--- src/rtl/timing_nco.sv ---
// timing_nco: interpolation-control NCO for a Gardner symbol timing loop.
// A modulo-1 decrementing counter (eta, Q1.16) steps by the control word W once
// per input sample. Each underflow emits a symbol strobe and the fractional
// interval mu (Q0.16) for the interpolator.
//
// Optional feature macro: TIMING_NCO_EXACT_MU_EN
//   defined   : mu = eta_old / W from a 16-iteration serial restoring divider,
//               mu/mu_valid registered 17 cycles after the sample, busy/overrun live.
//   undefined : mu = min(eta_old << 1, 0xFFFF) (W ~= 0.5 approximation),
//               mu/mu_valid coincident with strobe, busy/overrun tied low.
module timing_nco #(
    parameter logic [31:0] W0       = 32'h0000_8000,
    parameter int unsigned FE_SHIFT = 4,
    parameter logic [31:0] W_MIN    = 32'h0000_4000,
    parameter logic [31:0] W_MAX    = 32'h0000_C000
) (
    input  logic        clk,
    input  logic        reset,
    input  logic        sample_en,
    input  logic [31:0] fe,
    input  logic        loop_out_en,
    output logic        strobe,
    output logic [15:0] mu,
    output logic        mu_valid,
    output logic        busy,
    output logic        overrun
);

    // ------------------------------------------------------------------
    // Loop filter capture and control word
    // ------------------------------------------------------------------
    logic        [31:0] fe_r;
    logic signed [32:0] fe_ext_s;
    logic signed [32:0] fe_shift_s;
    logic signed [32:0] w_sum_s;
    logic        [16:0] w_s;

    // Latch the loop filter output; a sample on the same edge still sees the old value.
    always_ff @(posedge clk) begin
        if (!reset) begin
            fe_r <= 32'h0000_0000;
        end else if (loop_out_en) begin
            fe_r <= fe;
        end else begin
            fe_r <= fe_r;
        end
    end

    // Control word: nominal plus scaled error, clamped at 33-bit signed width.
    always_comb begin
        fe_ext_s   = $signed({fe_r[31], fe_r});
        fe_shift_s = fe_ext_s >>> FE_SHIFT;
        w_sum_s    = $signed({1'b0, W0}) + fe_shift_s;
        if (w_sum_s < $signed({1'b0, W_MIN})) begin
            w_s = W_MIN[16:0];
        end else if (w_sum_s > $signed({1'b0, W_MAX})) begin
            w_s = W_MAX[16:0];
        end else begin
            w_s = w_sum_s[16:0];
        end
    end

    // ------------------------------------------------------------------
    // Modulo-1 counter
    // ------------------------------------------------------------------
    logic [16:0] eta_r;
    logic [16:0] eta_nx_s;
    logic        underflow_s;
    logic        strobe_r;

    // Next counter value; an underflow wraps by adding one (0x1_0000).
    always_comb begin
        underflow_s = 1'b0;
        eta_nx_s    = eta_r;
        if (sample_en) begin
            if (eta_r < w_s) begin
                underflow_s = 1'b1;
                eta_nx_s    = eta_r + 17'h1_0000 - w_s;
            end else begin
                underflow_s = 1'b0;
                eta_nx_s    = eta_r - w_s;
            end
        end else begin
            underflow_s = 1'b0;
            eta_nx_s    = eta_r;
        end
    end

    // Counter register and symbol strobe.
    always_ff @(posedge clk) begin
        if (!reset) begin
            eta_r    <= 17'h0_FFFF;
            strobe_r <= 1'b0;
        end else begin
            eta_r    <= eta_nx_s;
            strobe_r <= underflow_s;
        end
    end

    assign strobe = strobe_r;

`ifdef TIMING_NCO_EXACT_MU_EN
    // ------------------------------------------------------------------
    // Exact mu: serial restoring divider, one quotient bit per cycle
    // ------------------------------------------------------------------
    typedef enum logic [1:0] {
        ST_IDLE = 2'd0,
        ST_DIV  = 2'd1,
        ST_DONE = 2'd2
    } state_t;

    state_t      state_r;
    state_t      state_nx_s;
    logic [16:0] rem_r;
    logic [16:0] rem_nx_s;
    logic [15:0] quo_r;
    logic [15:0] quo_nx_s;
    logic [3:0]  cnt_r;
    logic [3:0]  cnt_nx_s;
    logic [16:0] wdiv_r;
    logic [16:0] wdiv_nx_s;
    logic [15:0] mu_r;
    logic [15:0] mu_nx_s;
    logic        mu_valid_r;
    logic        mu_valid_nx_s;
    logic        busy_r;
    logic        busy_nx_s;
    logic        overrun_r;
    logic        overrun_nx_s;
    logic [17:0] rem_dbl_s;
    logic [17:0] rem_sub_s;
    logic        q_bit_s;

    // Divider state register and registered outputs.
    always_ff @(posedge clk) begin
        if (!reset) begin
            state_r    <= ST_IDLE;
            rem_r      <= 17'h0_0000;
            quo_r      <= 16'h0000;
            cnt_r      <= 4'd0;
            wdiv_r     <= 17'h0_0000;
            mu_r       <= 16'h0000;
            mu_valid_r <= 1'b0;
            busy_r     <= 1'b0;
            overrun_r  <= 1'b0;
        end else begin
            state_r    <= state_nx_s;
            rem_r      <= rem_nx_s;
            quo_r      <= quo_nx_s;
            cnt_r      <= cnt_nx_s;
            wdiv_r     <= wdiv_nx_s;
            mu_r       <= mu_nx_s;
            mu_valid_r <= mu_valid_nx_s;
            busy_r     <= busy_nx_s;
            overrun_r  <= overrun_nx_s;
        end
    end

    // Divider next state: load on underflow, iterate 16 times, flag overlapping underflows.
    always_comb begin
        state_nx_s    = state_r;
        rem_nx_s      = rem_r;
        quo_nx_s      = quo_r;
        cnt_nx_s      = cnt_r;
        wdiv_nx_s     = wdiv_r;
        mu_nx_s       = mu_r;
        mu_valid_nx_s = 1'b0;
        busy_nx_s     = busy_r;
        overrun_nx_s  = overrun_r;
        rem_dbl_s     = {rem_r, 1'b0};
        rem_sub_s     = rem_dbl_s - {1'b0, wdiv_r};
        q_bit_s       = (rem_dbl_s >= {1'b0, wdiv_r});
        case (state_r)
            ST_IDLE, ST_DONE: begin
                if (underflow_s) begin
                    // W is frozen for the whole division so a mid-division fe update cannot skew mu.
                    state_nx_s = ST_DIV;
                    rem_nx_s   = eta_r;
                    quo_nx_s   = 16'h0000;
                    cnt_nx_s   = 4'd15;
                    wdiv_nx_s  = w_s;
                    busy_nx_s  = 1'b1;
                end else begin
                    state_nx_s = ST_IDLE;
                    busy_nx_s  = 1'b0;
                end
            end
            ST_DIV: begin
                if (underflow_s) begin
                    overrun_nx_s = 1'b1;
                end else begin
                    overrun_nx_s = overrun_r;
                end
                if (q_bit_s) begin
                    rem_nx_s = rem_sub_s[16:0];
                end else begin
                    rem_nx_s = rem_dbl_s[16:0];
                end
                quo_nx_s = {quo_r[14:0], q_bit_s};
                if (cnt_r == 4'd0) begin
                    state_nx_s    = ST_DONE;
                    mu_nx_s       = {quo_r[14:0], q_bit_s};
                    mu_valid_nx_s = 1'b1;
                    busy_nx_s     = 1'b0;
                end else begin
                    state_nx_s = ST_DIV;
                    cnt_nx_s   = cnt_r - 4'd1;
                    busy_nx_s  = 1'b1;
                end
            end
            default: begin
                state_nx_s = ST_IDLE;
                busy_nx_s  = 1'b0;
            end
        endcase
    end

    assign mu       = mu_r;
    assign mu_valid = mu_valid_r;
    assign busy     = busy_r;
    assign overrun  = overrun_r;

`else
    // ------------------------------------------------------------------
    // Approximate mu: eta_old / 0.5, saturated to Q0.16
    // ------------------------------------------------------------------
    logic [17:0] eta_dbl_s;
    logic [15:0] mu_apx_s;
    logic [15:0] mu_r;
    logic        mu_valid_r;

    // Double the captured counter value and saturate below one.
    always_comb begin
        eta_dbl_s = {eta_r, 1'b0};
        if (eta_dbl_s > 18'h0_FFFF) begin
            mu_apx_s = 16'hFFFF;
        end else begin
            mu_apx_s = eta_dbl_s[15:0];
        end
    end

    // mu register, updated alongside the strobe.
    always_ff @(posedge clk) begin
        if (!reset) begin
            mu_r       <= 16'h0000;
            mu_valid_r <= 1'b0;
        end else if (underflow_s) begin
            mu_r       <= mu_apx_s;
            mu_valid_r <= 1'b1;
        end else begin
            mu_r       <= mu_r;
            mu_valid_r <= 1'b0;
        end
    end

    assign mu       = mu_r;
    assign mu_valid = mu_valid_r;
    assign busy     = 1'b0;
    assign overrun  = 1'b0;
`endif

endmodule
--- config.mk ---
export PLATFORM = sky130hd
export DESIGN_NAME = timing_nco
export DESIGN_NICKNAME = d
export VERILOG_FILES = /design/src/rtl/timing_nco.sv
export SDC_FILE = /design/constraint.sdc
export NUM_CORES = 1
export LEC_CHECK = 0
export ABC_AREA = 1
export CAP_MARGIN = 20
export CORE_ASPECT_RATIO = 0.9
export CORE_UTILIZATION = 40
export CTS_BUF_LIST = sky130_fd_sc_hd__clkbuf_16
export CTS_CLUSTER_SIZE = 20
export DETAILED_ROUTE_END_ITERATION = 12
export PLACE_DENSITY = 0.7
export SYNTH_ARGS = -nofsm -noshare
export SYNTH_HDL_FRONTEND = slang
export SYNTH_SLANG_ARGS = --single-unit
export TNS_END_PERCENT = 50
--- constraint.sdc ---
create_clock -name clk -period 3.25 [get_ports clk]
set_input_delay 0.4875 -clock clk [delete_from_list [all_inputs] [get_ports clk]]
set_output_delay 0.4875 -clock clk [all_outputs]
set_load 0.02 [all_outputs]
==> flow_metrics.env <==
export IMPL_chipWidth_microns=118
export IMPL_max_slew_margin_rel=0.470
export IMPL_remaining_drc_errors=0
export IMPL_clock_power_share=0.170
export IMPL_gp_routability_congestion=0.929
export IMPL_finalSetupViolCount=33
export IMPL_run_status="finished with violations"
export IMPL_ys_types=36
export IMPL_placeableCoreArea_sq_mm=0.0116
export IMPL_setup_worst_path_class="flip-flop to flip-flop"
export IMPL_cp_max_fo=7
export IMPL_global_route_overflow_total=0
export IMPL_clkLatencyLatePin_ps=340
export IMPL_power_ir_vdd_worst_uv=419
export IMPL_r2r_end="eta_r[2]$_SDFFE_PN1P_"
export IMPL_timing_reg2reg_setup_slack_ps=-450
export IMPL_min_delay_path_depth=2
export IMPL_postSynthCellCount=728
export IMPL_max_cap_violations=0
export IMPL_firstDrtPassIters=5
export IMPL_die_height_microns=106
export IMPL_grt_start_max_net_pins=47
export IMPL_die_area_sq_mm=0.0126
export IMPL_detailed_place_hpwl_mm=11.4
export IMPL_tritoncts="done"
export IMPL_violations="negative setup slack"
export IMPL_place_worst_setup_slack_ps=-378
export IMPL_worstRegToRegCells=23
export IMPL_cts_buffer_depth=2
export IMPL_layout_nets=985
export IMPL_start_util=0.417
export IMPL_post_place_cells=1032
export IMPL_endpoints_failing_hold=0
export IMPL_worstReg2RegStart="fe_r[19]$_SDFFE_PN0P_"
export IMPL_drt_first_iter_violations=466
export IMPL_number_of_placed_i_o_pins=56
export IMPL_timing_critical_path_to_type="flip-flop"
export IMPL_post_synthesis_sequential_area_ratio=0.256
export IMPL_route_detailed_wl_per_inst_microns=14.8
export IMPL_cts_buffers_inserted=9
export IMPL_synth_compound_area_frac=0.161
export IMPL_final_max_slew_viol_count=0
export IMPL_power_switching_mw=2.25
export IMPL_antenna_violating_nets_post_route=0
export IMPL_comb_power_share=0.627
export IMPL_min_from="eta_r[0]$_SDFFE_PN1P_"
export IMPL_total_grt_usage=0.245
export IMPL_initial_antenna_violation_count=0
export IMPL_grt_pass1_wl_mm=24.3
export IMPL_synthesis_yosys_warnings=0
export IMPL_dominant_combinational_cell_family_by_area_after_synthesis="simple AND/OR/NAND/NOR gates"
export IMPL_worst_hold_path_class="flip-flop to flip-flop"
export IMPL_cts_num_sinks=62
export IMPL_cp_arrival_ps=3890
export IMPL_cell_area_after_technology_mapping_sq_mm=0.00485
export IMPL_synth_adder_area_share=0.163
export IMPL_number_of_global_route_vias_before_repair=4990
export IMPL_rsz0062_at_grt="yes"
export IMPL_n_antenna_cell=0
export IMPL_p_sw_frac=0.437
export IMPL_sequentialPowerShare=0.203
export IMPL_clk_transition_reported_paths_ps=60
export IMPL_fmax_ghz=0.270
export IMPL_layout_drive_gt1_share=0.287
export IMPL_final_min_period_over_clock_period=1.14
export IMPL_synth_mux_area_fraction=0
export IMPL_syn_mean_instance_area_sq_um=6.66
export IMPL_htree_num_levels=3
export IMPL_layout_area_overhead_vs_synth_pct=49.0
export IMPL_internal_power_mw=2.90
export IMPL_required_ps=3440
export IMPL_fin_tns_setup_ps=-11740
export IMPL_power_density_mw_per_mm2=713
export IMPL_final_core_utilization=0.622
export IMPL_worst_slew_pin_transition_ps=795
export IMPL_yosys_register_bits=62
export IMPL_period_minus_slack_ps=3700
export IMPL_placement_io_buffers=49
export IMPL_design_power_total_mw=5.15
export IMPL_final_setup_skew_ps=6.61
export IMPL_layoutNonFillerInstCount=1057
export IMPL_layout_setup_ws_ps=-450
export IMPL_static_leakage_power_nw=3.33
export IMPL_post_synth_xor_area_fraction=0.0289
export IMPL_finalWirelength_mm=15.7
export IMPL_synth_simple_area_share=0.290
export IMPL_via_density_per_instance=5.12
export IMPL_root_buffer="sky130_fd_sc_hd__clkbuf_16"
export IMPL_rows=37
export IMPL_route_vias_total=5417
export IMPL_timing_critical_path_from_type="flip-flop"
export IMPL_end_point_of_the_most_critical_hold_path="eta_r[0]$_SDFFE_PN1P_"
-- sequential cells by signal, indices dropped and copies added, names as in the netlist --
signal and count:
strobe 1, mu 16, eta_r 17, fe_r 28
-- Yosys cell counts, drive strengths merged --
library cell,n,share of area
ha,36,0.093
or2,2,0.0026
fa,17,0.070
nand4,9,0.012
nor2,88,0.074
xor2,9,0.016
o211ai,5,0.0077
nand3b,5,0.0077
a21oi,68,0.070
a31oi,2,0.0026
inv,97,0.075
nand2,146,0.11
nand3,69,0.073
buf,9,0.013
clkbuf,14,0.011
and2,1,0.0013
nor4,1,0.0013
clkinv,1,0.00077
a21o,1,0.0015
o21ai,70,0.072
dfxtp,62,0.26
conb,2,0.0015
a21boi,1,0.0015
xnor2,7,0.013
nor3,3,0.0041
o21bai,3,0.0046
-- routing by layer --
metal  vias to the layer above  part of all wire  wire [microns]  track usage
li1                       2697                 -               -            -
met1                      2495              0.45            7120        0.335
met2                       196              0.45            7110        0.388
met3                        29             0.071            1120       0.0477
met4                         0             0.020             308       0.0797
met5                         -                 0               0            0
-- worst max-delay path by stage --
stage	startpoint	endpoint	cells past startpoint
global route	fe_r[19]$_SDFFE_PN0P_	eta_r[12]$_SDFFE_PN1P_	25
floorplan	fe_r[19]$_SDFFE_PN0P_	eta_r[12]$_SDFFE_PN1P_	26
detailed placement	fe_r[21]$_SDFFE_PN0P_	mu[7]$_SDFFE_PN0P_	25
finish	fe_r[19]$_SDFFE_PN0P_	eta_r[2]$_SDFFE_PN1P_	23
global placement	fe_r[21]$_SDFFE_PN0P_	eta_r[13]$_SDFFE_PN1P_	25
CTS	fe_r[19]$_SDFFE_PN0P_	eta_r[10]$_SDFFE_PN1P_	26
-- logic make-up (layout without fill, tap and decap cells) --
kind of cell	after synthesis	in the layout
xor gates and xnor gates	16	16
buffers and inverters	121	292
adders and majority gates	53	53
AOI/OAI and AO/OA	150	150
and+or+nand+nor	324	324
other	2	4
DFF	62	62
-- worst max-delay path: stages (launching register included) --
cell,delay (ps)
sky130_fd_sc_hd__dfxtp_4,380
sky130_fd_sc_hd__ha_4,150
sky130_fd_sc_hd__nand2_4,70
sky130_fd_sc_hd__nor2_4,170
sky130_fd_sc_hd__nand2_1,90
sky130_fd_sc_hd__nand2_1,100
sky130_fd_sc_hd__nand2_1,60
sky130_fd_sc_hd__inv_1,60
sky130_fd_sc_hd__nand2_2,60
sky130_fd_sc_hd__nor2_4,130
sky130_fd_sc_hd__nand3_2,110
sky130_fd_sc_hd__nand3_4,130
sky130_fd_sc_hd__clkbuf_16,170
sky130_fd_sc_hd__nand3_2,110
sky130_fd_sc_hd__ha_2,210
sky130_fd_sc_hd__fa_2,340
sky130_fd_sc_hd__inv_1,100
sky130_fd_sc_hd__o21ai_2,80
sky130_fd_sc_hd__a21oi_2,190
sky130_fd_sc_hd__buf_4,140
sky130_fd_sc_hd__nand3_1,140
sky130_fd_sc_hd__buf_6,180
sky130_fd_sc_hd__o211ai_1,230
sky130_fd_sc_hd__o211ai_1,140
-- cell usage in the layout, fill, tap and decap left out, types with 3 or more instances in the layout --
cell                                n
sky130_fd_sc_hd__inv_1             87
sky130_fd_sc_hd__nor2_2            13
sky130_fd_sc_hd__nand3_1           48
sky130_fd_sc_hd__nand3_4            5
sky130_fd_sc_hd__o21ai_2            4
sky130_fd_sc_hd__a21oi_2           13
sky130_fd_sc_hd__conb_1             4
sky130_fd_sc_hd__xor2_1             9
sky130_fd_sc_hd__nand3_2           16
sky130_fd_sc_hd__nand2_4            4
sky130_fd_sc_hd__inv_2              8
sky130_fd_sc_hd__nand2_2            9
sky130_fd_sc_hd__ha_2               7
sky130_fd_sc_hd__dfxtp_1           59
sky130_fd_sc_hd__clkdlybuf4s50_1   49
sky130_fd_sc_hd__nor2_4             8
sky130_fd_sc_hd__clkinvlp_4         3
sky130_fd_sc_hd__ha_1              22
sky130_fd_sc_hd__o21ai_0           53
sky130_fd_sc_hd__ha_4               7
sky130_fd_sc_hd__nand4_1            9
sky130_fd_sc_hd__nor2_1            67
sky130_fd_sc_hd__o21ai_1           13
sky130_fd_sc_hd__buf_6              4
sky130_fd_sc_hd__o211ai_1           5
sky130_fd_sc_hd__nand3b_1           5
sky130_fd_sc_hd__nand2_1          133
sky130_fd_sc_hd__clkinv_2           3
sky130_fd_sc_hd__a21oi_1           54
sky130_fd_sc_hd__buf_4            121
sky130_fd_sc_hd__xnor2_1            7
sky130_fd_sc_hd__clkbuf_16         10
sky130_fd_sc_hd__fa_1               7
sky130_fd_sc_hd__fa_2              10
-- power by group through the flow --
stage                     registers [mW]  logic, mW  clock network [mW]
after global routing                1.07       3.53               0.927
after global placement              1.03       2.71                   0
final                               1.05       3.23               0.878
after floorplan                     1.07       1.56                   0
after detailed placement            1.04       2.75                   0
after CTS                           1.03       2.93               0.886
-- final cells by class --
type	count	area [sq um]
Timing Repair Buffer	178	1530
Multi-Input combinational cell	547	3600
Inverter	98	380
Clock buffer	9	225
Sequential cell	62	1250
Tap cell	156	195
Fill cell	1000	4400
Clock inverter	7	41.3
-- per-stage QoR --
stage	instance area (sq um)	hold WS, ps
global placement	6390	461
finish	7220	488
CTS	6850	484
detailed placement	6390	470
global route	7220	516
floorplan	4910	443
-- repair_timing --
| item | in CTS | in global routing |
|---|---|---|
| resized for setup | 43 | 88 |
| setup buffers | 4 | 3 |
| gates cloned | 1 | 1 |
| hold buffers | 0 | 0 |
| pin swaps | 4 | 26 |
| setup endpoints to repair | 33 | 33 |
No activity file was read; power rests on OpenSTA's default activity.
